### src/rtl/tone_pkg.sv
`default_nettype none
// ============================================================================
//  Module   : tone_pkg
//  Purpose  : Shared types and constants for the tone generator.
//  Revision : 1.0  initial release
// ============================================================================
package tone_pkg;

    typedef enum logic [0:0] {
        IDLE = 1'b0,
        DIV  = 1'b1
    } ctrl_state_t;

    localparam int unsigned DEF_CLK_HZ = 50_000_000;
    localparam int          DEF_CNT_W  = 32;

    localparam logic [DEF_CNT_W-1:0] ONE = DEF_CNT_W'(1);

    // Half-period dividend: (CLK_HZ * 100) / 2, since freq_x100 carries a x100 scale.
    function automatic logic [63:0] dividend_for(input logic [63:0] clk_hz);
        return clk_hz * 64'd50;
    endfunction

endpackage
`default_nettype wire

### src/rtl/seq_divider.sv
`default_nettype none
// ============================================================================
//  Module   : seq_divider
//  Purpose  : Restoring unsigned divider, one quotient bit per clock,
//             fixed latency of W cycles from start to done.
//  Revision : 1.0  initial release
// ============================================================================
module seq_divider #(
    parameter int W = 32
) (
    input  logic         clk,
    input  logic         rst_n,
    input  logic         start,
    input  logic [W-1:0] dividend,
    input  logic [W-1:0] divisor,
    output logic         busy,
    output logic         done,
    output logic [W-1:0] quotient
);

    localparam int c_cnt_w = $clog2(W + 1);

    logic [W-1:0]       r_rem;
    logic [W-1:0]       r_q;
    logic [W-1:0]       r_dsr;
    logic [c_cnt_w-1:0] r_cnt;
    logic               r_busy;
    logic               r_done;

    logic [W-1:0] w_rem_src;
    logic [W-1:0] w_q_src;
    logic [W-1:0] w_dsr;
    logic [W:0]   w_trial;
    logic [W-1:0] w_diff;
    logic         w_ge;
    logic [W-1:0] w_rem_nxt;
    logic [W-1:0] w_q_nxt;

    // The start cycle already performs the first iteration, so the last
    // quotient bit lands W cycles after start.
    always_comb begin
        w_rem_src = start ? '0 : r_rem;
        w_q_src   = start ? dividend : r_q;
        w_dsr     = start ? divisor : r_dsr;
        w_trial   = {w_rem_src, w_q_src[W-1]};
        w_ge      = (w_trial >= {1'b0, w_dsr});
        w_diff    = w_trial[W-1:0] - w_dsr;
        w_rem_nxt = w_ge ? w_diff : w_trial[W-1:0];
        w_q_nxt   = {w_q_src[W-2:0], w_ge};
    end

    always_ff @(posedge clk or negedge rst_n) begin
        if (!rst_n) begin
            r_rem  <= '0;
            r_q    <= '0;
            r_dsr  <= '0;
            r_cnt  <= '0;
            r_busy <= 1'b0;
            r_done <= 1'b0;
        end else begin
            r_done <= 1'b0;
            if (start) begin
                r_rem  <= w_rem_nxt;
                r_q    <= w_q_nxt;
                r_dsr  <= divisor;
                r_cnt  <= c_cnt_w'(W - 1);
                r_busy <= 1'b1;
            end else if (r_busy) begin
                r_rem <= w_rem_nxt;
                r_q   <= w_q_nxt;
                r_cnt <= r_cnt - c_cnt_w'(1);
                if (r_cnt == c_cnt_w'(1)) begin
                    r_busy <= 1'b0;
                    r_done <= 1'b1;
                end
            end
        end
    end

    assign busy     = r_busy;
    assign done     = r_done;
    assign quotient = r_q;

endmodule
`default_nettype wire

### src/rtl/tone_gen.sv
`default_nettype none
// ============================================================================
//  Module   : tone_gen
//  Purpose  : Square-wave tone generator; converts a x100 frequency word to a
//             half-period and toggles the output, retuning glitch-free.
//  Revision : 1.0  initial release
// ============================================================================
module tone_gen
    import tone_pkg::*;
#(
    parameter int unsigned CLK_HZ = DEF_CLK_HZ,
    parameter int          FREQ_W = 20,
    parameter int          CNT_W  = DEF_CNT_W
) (
    input  logic              clk,
    input  logic              rst_n,
    input  logic              freq_valid,
    output logic              freq_ready,
    input  logic [FREQ_W-1:0] freq_x100,
    input  logic              enable,
    output logic              tone_out,
    output logic              active,
    output logic [CNT_W-1:0]  half_period
);

    localparam logic [CNT_W-1:0] c_dividend = CNT_W'(dividend_for(64'(CLK_HZ)));
    localparam logic [CNT_W-1:0] c_one      = CNT_W'(ONE);

    ctrl_state_t      r_state;
    logic             r_ready;
    logic [CNT_W-1:0] r_res;
    logic             r_res_vld;

    logic [CNT_W-1:0] r_hp;
    logic [CNT_W-1:0] r_pend;
    logic             r_pend_vld;
    logic [CNT_W-1:0] r_cnt;
    logic             r_tone;
    logic             r_active;

    logic             w_xfer;
    logic             w_mute;
    logic             w_start;
    logic             w_div_busy;
    logic             w_div_done;
    logic [CNT_W-1:0] w_quot;

    logic [CNT_W-1:0] w_hp_n;
    logic [CNT_W-1:0] w_pend_n;
    logic             w_pend_vld_n;
    logic [CNT_W-1:0] w_cnt_n;
    logic             w_tone_n;
    logic             w_active_n;

    assign w_xfer  = freq_valid && r_ready;
    assign w_mute  = w_xfer && (freq_x100 == '0);
    assign w_start = w_xfer && (freq_x100 != '0) && !w_div_busy;

    seq_divider #(
        .W (CNT_W)
    ) u_div (
        .clk      (clk),
        .rst_n    (rst_n),
        .start    (w_start),
        .dividend (c_dividend),
        .divisor  (CNT_W'(freq_x100)),
        .busy     (w_div_busy),
        .done     (w_div_done),
        .quotient (w_quot)
    );

    always_ff @(posedge clk or negedge rst_n) begin
        if (!rst_n) begin
            r_state   <= IDLE;
            r_ready   <= 1'b1;
            r_res     <= '0;
            r_res_vld <= 1'b0;
        end else begin
            r_res_vld <= 1'b0;
            case (r_state)
                IDLE: begin
                    if (w_start) begin
                        r_state <= DIV;
                        r_ready <= 1'b0;
                    end
                end
                DIV: begin
                    if (w_div_done) begin
                        r_state   <= IDLE;
                        r_ready   <= 1'b1;
                        // A zero quotient means faster than clk/2; pin to the maximum rate.
                        r_res     <= (w_quot == '0) ? c_one : w_quot;
                        r_res_vld <= 1'b1;
                    end
                end
                default: begin
                    r_state <= IDLE;
                    r_ready <= 1'b1;
                end
            endcase
        end
    end

    always_comb begin
        w_hp_n       = r_hp;
        w_pend_n     = r_pend;
        w_pend_vld_n = r_pend_vld;
        w_cnt_n      = r_cnt;
        w_tone_n     = r_tone;
        if (w_mute) begin
            w_hp_n       = '0;
            w_pend_vld_n = 1'b0;
            w_cnt_n      = '0;
            w_tone_n     = 1'b0;
        end else if (r_res_vld && (r_hp == '0)) begin
            w_hp_n       = r_res;
            w_pend_vld_n = 1'b0;
            w_cnt_n      = '0;
            w_tone_n     = 1'b0;
        end else begin
            if (r_res_vld) begin
                w_pend_n     = r_res;
                w_pend_vld_n = 1'b1;
            end
            if (!enable) begin
                w_cnt_n  = '0;
                w_tone_n = 1'b0;
            end else if (r_hp != '0) begin
                if (r_cnt == r_hp - c_one) begin
                    w_cnt_n  = '0;
                    w_tone_n = ~r_tone;
                    // Retune only on a toggle edge so no half-cycle is ever truncated.
                    if (w_pend_vld_n) begin
                        w_hp_n       = w_pend_n;
                        w_pend_vld_n = 1'b0;
                    end
                end else begin
                    w_cnt_n = r_cnt + c_one;
                end
            end
        end
        w_active_n = enable && (w_hp_n != '0);
    end

    always_ff @(posedge clk or negedge rst_n) begin
        if (!rst_n) begin
            r_hp       <= '0;
            r_pend     <= '0;
            r_pend_vld <= 1'b0;
            r_cnt      <= '0;
            r_tone     <= 1'b0;
            r_active   <= 1'b0;
        end else begin
            r_hp       <= w_hp_n;
            r_pend     <= w_pend_n;
            r_pend_vld <= w_pend_vld_n;
            r_cnt      <= w_cnt_n;
            r_tone     <= w_tone_n;
            r_active   <= w_active_n;
        end
    end

    assign freq_ready  = r_ready;
    assign tone_out    = r_tone;
    assign active      = r_active;
    assign half_period = r_hp;

endmodule
`default_nettype wire

### config.mk
export PLATFORM = sky130hd
export DESIGN_NAME = tone_gen
export DESIGN_NICKNAME = d
export VERILOG_FILES = /design/src/rtl/tone_pkg.sv /design/src/rtl/seq_divider.sv /design/src/rtl/tone_gen.sv
export SDC_FILE = /design/constraint.sdc
export NUM_CORES = 1
export LEC_CHECK = 0
export ABC_CLOCK_PERIOD_IN_PS = 8000
export CAP_MARGIN = 30
export CORE_MARGIN = 1.5
export CORE_UTILIZATION = 55
export CTS_BUF_LIST = sky130_fd_sc_hd__clkbuf_2 sky130_fd_sc_hd__clkbuf_4 sky130_fd_sc_hd__clkbuf_8
export CTS_CLUSTER_SIZE = 12
export DETAILED_ROUTE_END_ITERATION = 10
export PLACE_DENSITY_LB_ADDON = 0.2
export RECOVER_POWER = 25
export REMOVE_ABC_BUFFERS = 1
export SLEW_MARGIN = 20
export SYNTH_ARGS = -nofsm -noshare
export SYNTH_HDL_FRONTEND = slang
export SYNTH_HIERARCHICAL = 1
export SYNTH_SLANG_ARGS = --single-unit
### constraint.sdc
create_clock -name clk -period 8 [get_ports clk]
set_clock_uncertainty 0.2 [all_clocks]
set_input_delay 2.4 -clock clk [delete_from_list [all_inputs] [get_ports clk]]
set_output_delay 2.4 -clock clk [all_outputs]
set_load 0.01 [all_outputs]
# == Word level (Yosys, flattened, before mapping) ==
# Cells that the tools add are included.
# word_totals
register_bits,238
input_bits,24
out_inout_bits,35
elab_cells,99
# op_classes
addsub,4
order_cmp,1
n_eq_ne,6
n_mux,50
bitwise,4
n_reduce_logical,18
# ops
operator,count
32-bit 2-to-1 mux,21
32-bit zero test,2
32-bit nonzero test,2
33-bit by 32-bit greater-or-equal comparator with 1-bit output,1
32-bit by 1-bit adder with 32-bit output (second input constant),1
32-bit equality test,1
32-bit by 1-bit subtractor with 32-bit output (second input constant),1
32-bit subtractor,1
1-bit 2-to-1 mux,25
20-bit zero test,1
20-bit nonzero test,1
6-bit 2-to-1 mux,2
4-bit by 1-bit inequality test with 1-bit output (second input constant),2
2-bit AND reduction,4
6-bit by 1-bit equality test with 1-bit output (second input constant),1
1-bit logical AND,6
6-bit by 1-bit subtractor with 6-bit output (second input constant),1
2-bit by 1-bit inequality test with 1-bit output (second input constant),2
1-bit NOT,4
1-bit case mux with 2 select lines,2
2-bit nonzero test,1
1-bit zero test,1

# == Depth between registers and ports, before layout ==
# Gate-level depths: netlist of the first run.
# depth
depth_word,12
depth_mapped,21
mapped_depth_nobuf,15

# == Modules after synthesis ==
# The synthesis of the first run kept the hierarchy.
# by_module_without_submodules
mod,n_inst,cells_each,area_each_um2,seq_area_each_um2
tone_gen,1,829,7792.5,3354.5
seq_divider,1,721,6536.3,2602.5

# == Least setup slack after synthesis of the first run ==
# OpenSTA, ideal clock, no wires.
# synth_path
path_type,input to register
start,input port freq_x100[9]
end,register u_div.r_rem[26]
setup_ps,87
arrival_time_ps,6605
t_required_ps,7713
path_slack_ps,1109
path_stages,19
path_buffers,5
cell_sequence,nor4_1 -> nand3_1 -> nor3_1 -> nor3_1 -> clkbuf_1 -> clkbuf_1 -> clkbuf_1 -> clkbuf_1 -> mux2i_1 -> ha_1 -> buf_2 -> a21oi_1 -> o21ai_0 -> a311oi_1 -> o31ai_2 -> a21o_1 -> a311oi_1 -> mux2_4 -> a211oi_2
# synth_between
elab_chain_len,8
elab_cells_between_ends,12
classes_between,1 x add/sub; 1 x order compare; 6 x mux; 4 x reduce/logical
# synth_lines
item,line,text
"start, declared",tone_gen.sv:19,"input logic [FREQ_W-1:0] freq_x100,"
20-bit nonzero test *,tone_gen.sv:57,assign w_start = w_xfer && (freq_x100 != '0) && !w_div_busy;
1-bit logical AND * (2 in a row),tone_gen.sv:57,
net w_start,tone_gen.sv:43,logic w_start;
32-bit 2-to-1 mux (on tied branches),"seq_divider.sv:43, seq_divider.sv:42, seq_divider.sv:44",
32-bit subtractor or 33-bit by 32-bit greater-or-equal comparator with 1-bit output (tied branches),"seq_divider.sv:47, seq_divider.sv:46",
32-bit 2-to-1 mux,seq_divider.sv:48,w_rem_nxt = w_ge ? w_diff : w_trial[W-1:0];
32-bit 2-to-1 mux,seq_divider.sv:68,end else if (r_busy) begin
32-bit 2-to-1 mux,seq_divider.sv:62,if (start) begin
"end signal, assigned",seq_divider.sv:63,r_rem <= w_rem_nxt;
"end signal, assigned",seq_divider.sv:69,r_rem <= w_rem_nxt;
"end, declared",seq_divider.sv:23,logic [W-1:0] r_rem;
# The timed path passes the listed nets; every way through them passes the cells marked *. The select of a mux whose other input is x is not followed.
# A chain may end at the register's enable or synchronous reset.

# == Final worst setup path of the first run ==
# layout_path
start,input port freq_x100[14]
end,register u_div.r_rem[26]
# The elaborated chain is that of the path after synthesis.

==> impl_metrics.toml, run 1 <==
[pwr]
pwr-share-seq_pct = 30.7
power_switching_uw = 2520
combPwrFrac_pct = 49.9
p_leak_uw = 0.00706
power.share.clock_pct = 19.4
vdd_drop_max_mv = 0.296
intPower_uw = 3480
p_sw_share_pct = 42.0
p_per_area_nw_per_um2 = 372

[clock_tree]
worstSkewPairLatency_ns = 0.56
cts.clk_slew.worst_paths_ns = 0.06
clockRootBuffer = "clkbuf_8"
cts_buffers = 41
numClockSinks = 238
hold_buffers = 0
cts_resized = 0
cts_tree = "done"
postCtsSetupBuffers = 0
cts.path.max_buffers = 3
htree_levels = 2

[run_status]
status = "finished with violations"
violations = "capacitance limit, slew limit"

[worst_setup_path]
worstSetupStartpointType = "input pin"
reg2reg_from = "half_period[0]$_DFF_PN0_"
crit_start = "freq_x100[14]"
crit_path_max_fanout = 96
reg2reg_depth = 14
reg2reg_to = "active$_DFF_PN0_"
criticalPathCategory = "input pin to register"
rrSetupSlack_ns = 1.56
crit_end = "u_div/r_rem[26]$_DFFE_PN0P_"
worstPathCellList = "clkdlybuf4s50_1 > nor4_1 > nand3_1 > nor3_1 > nor3_2 > buf_4 > mux2i_1 > ha_1 > fa_1 > nand2b_1 > a21oi_1 > o21ai_1 > o31ai_2 > a21o_1 > a311oi_1 > mux2_4 > a211oi_2"
critical_path_required_ns = 8.26
cp-end-kind = "register"
arrival_ns = 7.30
crit_path_max_incr_delay_ns = 0.79
cpMaxStageDelayCell = "buf_4"

[yosys]
yosysSeqAreaShare_pct = 41.6
syn_avg_cell_area_sq_um = 9.24
yosys_warnings = 6
synth-edff-count = 0
synth_ff_type = "dfrtp_1"
synthCells = 1550
async_reset_ff_share_pct = 100
synth.distinct_cells = 82
netlist_area_sq_um = 14300
ys_ff_latch = 238

[global_routing]
grt_start_max_net_pins = 97
grt_usage_pct = 29.1
antenna_found_initial = 0
grt.overflow.total = 0
grt_first_pass_wirelength_um = 61800
grt_pass1_vias = 11789

[drt]
post-route-drc-count = 0
drt_wl_total_um = 38100
dr.pass1.iters = 5
via_per_inst = 6.11
antenna_left = 0
routed-via-count = 12103
wl_per_cell_um = 19.3
drt-initial-drc-count = 1014

[place]
place_congestion = 0.902
port_buffers = 58
place.detailed.hpwl_um = 27000

[die]
rows = 58
die_w_um = 164
die_h_um = 164
dieArea_sq_um = 27000
io_pins = 59
start_util_pct = 56.4
core_sq_um = 25400

[sta]
tns_ns = 0
setup_viol = 0
timing.final.crit_share_pct = 87.9
hold_ws_ns = 0.287
rsz0062_at_grt = "false"
drv_slew = 123
worst_slew_pin_slew_ns = 4.88
fin_crit_ns = 7.03
fmax_mhz = 142
hold_violations = 0
slew_headroom_pct = -226

[job]
maxCapViolations = 2

[cells_and_area]
syn2layout_area_growth_pct = 12.6
final_cell_mix = "dfrtp_1 (236), nand2_1 (119), nor2_1 (117), o21ai_0 (108), a21oi_1 (104)"
drive_above_1_share_pct = 11.8
n_antenna_cell = 0
layout_commonest_cell = "dfrtp_1"
layout.nets = 1683

[min_path]
hold_class = "register to register"
## Yosys cell counts (all sizes together), types with 4 or more instances
cell	count	share of area, %
nor3	40	1.5
nand3	31	1.1
o21bai	5	0.26
xor2	45	2.8
buf	28	1.0
nand2b	19	0.83
a21boi	8	0.42
a31oi	15	0.65
nor2	117	3.1
a211o	6	0.38
a21oi	104	3.6
nor2b	38	1.7
ha	37	3.2
mux2	63	5.0
dfrtp	237	41
or4	13	0.76
nor3b	4	0.24
a211oi	29	1.7
clkbuf	66	1.7
nand4b	5	0.31
or3	10	0.44
and3	16	0.70
nor4	37	2.0
o22ai	30	1.3
o2111ai	4	0.24
a41oi	4	0.24
mux2i	64	4.5
o31ai	11	0.61
nand4	25	1.1
inv	67	1.8
or2	7	0.31
a2111oi	5	0.39
a221o	4	0.28
and4	7	0.43
o21ai	110	3.8
a21o	8	0.42
a22oi	14	0.73
and2	11	0.48
xnor2	44	2.7
nand2	120	3.2
## power groups by stage
| stage | Sequential [uW] | Combinational [uW] | Clock (uW) |
|---|---|---|---|
| floorplan | 1800 | 2270 | 0 |
| global placement | 1850 | 2910 | 0 |
| detailed placement | 1860 | 2960 | 0 |
| CTS | 1840 | 2970 | 1200 |
| global route | 1890 | 3340 | 1240 |
| finish | 1840 | 3000 | 1160 |
## cells by family (layout without fill, tap and decap cells)
kind of cell	count (synthesis)	after routing	share of synthesized area, %
fa+ha+maj	38	38	3.37
buf+inv	161	219	4.49
compound gates	389	389	17.2
other cells	2	44	0.0524
flops	238	238	41.6
mux	127	127	9.45
simple gates	506	506	18.4
xor+xnor	89	89	5.44
## metal layers
metal	GRT usage, %	up-vias	wire [um]
li1	-	5702	-
met2	48.5	462	18200
met1	37.7	5835	16100
met3	4.29	104	2290
met5	0	-	0
met4	13.1	0	1500
## worst max-delay path: cells and delay by family
kind	cells	cell delay, ns
fa+ha+maj	2	0.65
mux	2	0.53
buf+inv	2	1.27
compound gates	6	1.34
simple gates	5	1.08
## sequential cells by signal, indices dropped and copies added, names as in the netlist, 6 cells and up
name,flops
u_div/r_dsr,32
r_cnt,32
r_pend,32
r_res,32
half_period,32
u_div/r_cnt,6
u_div/r_rem,32
u_div/quotient,32
## cell type report
type / instances / area [sq um]
fillers: 2228 / 9270
multi-input cells: 1193 / 7910
flip-flops and latches: 238 / 5960
clock buffers: 67 / 810
repair buffers: 80 / 736
well taps: 330 / 413
inverters: 67 / 251
clock inverters: 5 / 55.1
## how the worst min path moves through the flow
stage,start,end,slack (ns),cells past startpoint
after global routing,r_pend[0]$_DFFE_PN0P_,r_pend[0]$_DFFE_PN0P_,0.31,1
after global placement,r_pend[4]$_DFFE_PN0P_,r_pend[4]$_DFFE_PN0P_,0.27,2
after detailed placement,r_pend[4]$_DFFE_PN0P_,r_pend[4]$_DFFE_PN0P_,0.28,2
after floorplan,r_pend[20]$_DFFE_PN0P_,r_pend[20]$_DFFE_PN0P_,0.25,2
after CTS,u_div/r_dsr[31]$_DFF_PN0_,u_div/r_dsr[31]$_DFF_PN0_,0.29,2
final,u_div/r_dsr[31]$_DFF_PN0_,u_div/r_dsr[31]$_DFF_PN0_,0.29,2
## per-stage QoR
| step | util [%] | instance area, sq um | setup WS (ns) | instances | power (uW) |
|---|---|---|---|---|---|
| 6_report | 63.5 | 16100 | 0.965 | 1980 | 6010 |
| 4_1_cts | 63.6 | 16100 | 0.984 | 1980 | 6010 |
| 5_1_grt | 63.5 | 16100 | 0.441 | 1980 | 6470 |
| 3_3_place_gp | 60.2 | 15300 | 0.451 | 1908 | 4760 |
| 2_1_floorplan | - | 14100 | -7.36 | 1498 | 4060 |
| 3_5_place_dp | 60.2 | 15300 | 0.385 | 1908 | 4820 |
Power figures use the tool's default switching activity.
==> run 2: changes to the inputs <==
CTS_CLUSTER_SIZE = not set   (was 12)
SLEW_MARGIN = 0   (was 20)
SYNTH_HIERARCHICAL = not set   (was 1)
==> impl_metrics.toml, run 2 <==
[place]
dp.cells = 1713
port_buffers = 58
place_congestion = 0.946
place.detailed.hpwl_um = 21600
pre_cts_ws_ns = -0.119

[clock_tree]
cts.path.max_buffers = 3
postCtsSetupBuffers = 0
htree_levels = 2
cts_resized = 0
cts.clk_slew.worst_paths_ns = 0.06
numClockSinks = 238
cts_tree = "done"
hold_buffers = 0
clockRootBuffer = "clkbuf_8"
cts_buffers = 43
worstSkewPairLatency_ns = 0.55

[sta]
worst_slew_pin_slew_ns = 2.63
drv_slew = 69
tns_ns = 0
rsz0062_at_grt = "false"
hold_violations = 0
timing.final.crit_share_pct = 94.6
slew_headroom_pct = -75.5
timing.final.ws_setup_ns = 0.430
hold_ws_ns = 0.263
fin_crit_ns = 7.57
setup_viol = 0
fmax_mhz = 132

[pwr]
vdd_drop_max_mv = 0.322
p_per_area_nw_per_um2 = 509
p_leak_uw = 0.00724

[drt]
antenna_left = 0
via_per_inst = 5.82
drt-initial-drc-count = 639
drt_wl_total_um = 30700
post-route-drc-count = 0
routed-via-count = 10409
wl_per_cell_um = 17.2
dr.pass1.iters = 5

[worst_setup_path]
arrival_ns = 7.80
critical_path_required_ns = 8.23
rrSetupSlack_ns = 2.48
cp-end-kind = "register"
criticalPathCategory = "input pin to register"
worstSetupStartpointType = "input pin"
crit_end = "u_div.r_rem[30]$_DFFE_PN0P_"
crit_start = "freq_x100[18]"
reg2reg_to = "u_div.r_rem[30]$_DFFE_PN0P_"
crit_path_max_fanout = 13
reg2reg_from = "freq_ready$_DFFE_PN1P_"
reg2reg_depth = 18

[global_routing]
grt.overflow.total = 0
grt_usage_pct = 25.6
antenna_found_initial = 0
grt_pass1_vias = 10268
grt_first_pass_wirelength_um = 51200
grt_start_max_net_pins = 106

[yosys]
yosys_warnings = 0
synth.distinct_cells = 75
synth_ff_type = "dfrtp_1"
syn_avg_cell_area_sq_um = 9.71
synthCells = 1371
yosys.area.top_type_share_pct = 44.5
synth_common_cells = "dfrtp_1 (237), nand2_1 (175), mux2_2 (96)"
synth.area.top_cells = "dfrtp_1 (45%), mux2_2 (8.1%), nand2_1 (4.9%)"
yosysTopAreaCell = "dfrtp_1"
ys_ff_latch = 238
synth-edff-count = 0
yosysSeqAreaShare_pct = 44.7
yosysMostFrequentCell = "dfrtp_1"
netlist_area_sq_um = 13300
async_reset_ff_share_pct = 100

[min_path]
hold_class = "register to register"
hold_path_depth = 2

[cells_and_area]
final_cell_mix = "dfrtp_1 (236), nand2_1 (175), mux2_2 (96), o21ai_0 (82), nor2_1 (78)"
syn2layout_area_growth_pct = 14.5
n_antenna_cell = 0
drive_above_1_share_pct = 15.4
final_cells = 1790
layout_commonest_cell = "dfrtp_1"
fillers = 1961
layout.nets = 1502

[die]
start_util_pct = 56.4
core_sq_um = 23600
io_pins = 59
rows = 56
dieArea_sq_um = 25100
die_w_um = 159
die_h_um = 159

[run_status]
status = "finished with violations"
violations = "capacitance limit, slew limit"

[job]
maxCapViolations = 1
## run 2: cell types whose count changed in the layout (fill, tap and decap cells not counted), sizes merged, moves of 29 or more
cell   before  now
nand2     120  175
mux2       63   97
o22ai      30    1
conb       44    0
a21oi     104   44
mux2i      64   23
nor2      117   80
nor2b      38    8
## run 2: critical path, cell delays in order
cell and delay [ns]:
clkdlybuf4s50_1 0.50, nor4_2 0.09, buf_4 0.13, nand3_1 0.09, nor3_1 0.07, or2_2 0.29, nor2_2 0.52, buf_4 0.38
mux2i_1 0.29, ha_1 0.32, a21oi_1 0.17, nor2b_1 0.05, o21ai_0 0.20, a31oi_1 0.18, o311ai_0 0.63, a41oi_1 0.24
nor2b_1 0.19, o21ai_0 0.29, o21ai_0 0.18, xor2_1 0.16, a222oi_1 0.34, inv_1 0.08
## run 2: stage by stage
stage          cell area (sq um)  utilization [%]  total power, uW
2_1_floorplan              13000                -             5270
3_3_place_gp               14300             60.6             6410
5_1_grt                    15200             64.5             8430
3_5_place_dp               14300             60.6             6540
4_1_cts                    15200             64.4             7770
6_report                   15200             64.5             7760
## run 2: how the worst min path moves through the flow
| stage | endpoint | slack (ns) | from |
|---|---|---|---|
| 6_report | u_div.r_dsr[26]$_DFF_PN0_ | 0.26 | u_div.r_dsr[26]$_DFF_PN0_ |
| 5_1_grt | u_div.r_dsr[21]$_DFF_PN0_ | 0.29 | u_div.r_dsr[21]$_DFF_PN0_ |
| 4_1_cts | u_div.r_dsr[26]$_DFF_PN0_ | 0.27 | u_div.r_dsr[26]$_DFF_PN0_ |
| 3_5_place_dp | u_div.r_dsr[31]$_DFF_PN0_ | 0.26 | u_div.r_dsr[31]$_DFF_PN0_ |
| 3_3_place_gp | u_div.r_dsr[29]$_DFF_PN0_ | 0.25 | u_div.r_dsr[29]$_DFF_PN0_ |
| 2_1_floorplan | u_div.r_dsr[20]$_DFF_PN0_ | 0.23 | u_div.r_dsr[20]$_DFF_PN0_ |
## run 2: where the power goes
group          switching, uW  internal (uW)  total, uW
logic                   2480           2040       4520
registers                398           1650       2050
clock network            490            701       1190
total                   3370           4390       7760
## run 2: logic make-up after synthesis
| logic type | after synthesis | share of synthesized area (%) |
|---|---|---|
| compound gates | 254 | 12.8 |
| buf+inv | 128 | 3.74 |
| flops | 238 | 44.7 |
| xor+xnor | 95 | 6.25 |
| fa+ha+maj | 38 | 3.63 |
| mux | 120 | 9.93 |
| simple gates | 498 | 18.9 |
## run 2: area by class of cell
cell class | count | area, sq um | share of cell area (%)
Multi-Input combinational cell | 1005 | 6880 | 45.1
Tap cell | 319 | 399 | 2.62
Timing Repair Buffer | 94 | 881 | 5.78
Clock buffer | 70 | 851 | 5.58
Inverter | 58 | 218 | 1.43
Sequential cell | 238 | 5960 | 39.1
Clock inverter | 6 | 55.1 | 0.361
## run 2: layer usage
layer,global-route usage (%),wire length (um),vias up
met1,32.7,13600,5073
met3,3.78,1190,73
met4,9.26,907,0
met2,44.3,15000,237
li1,-,-,5026
met5,0,0,-
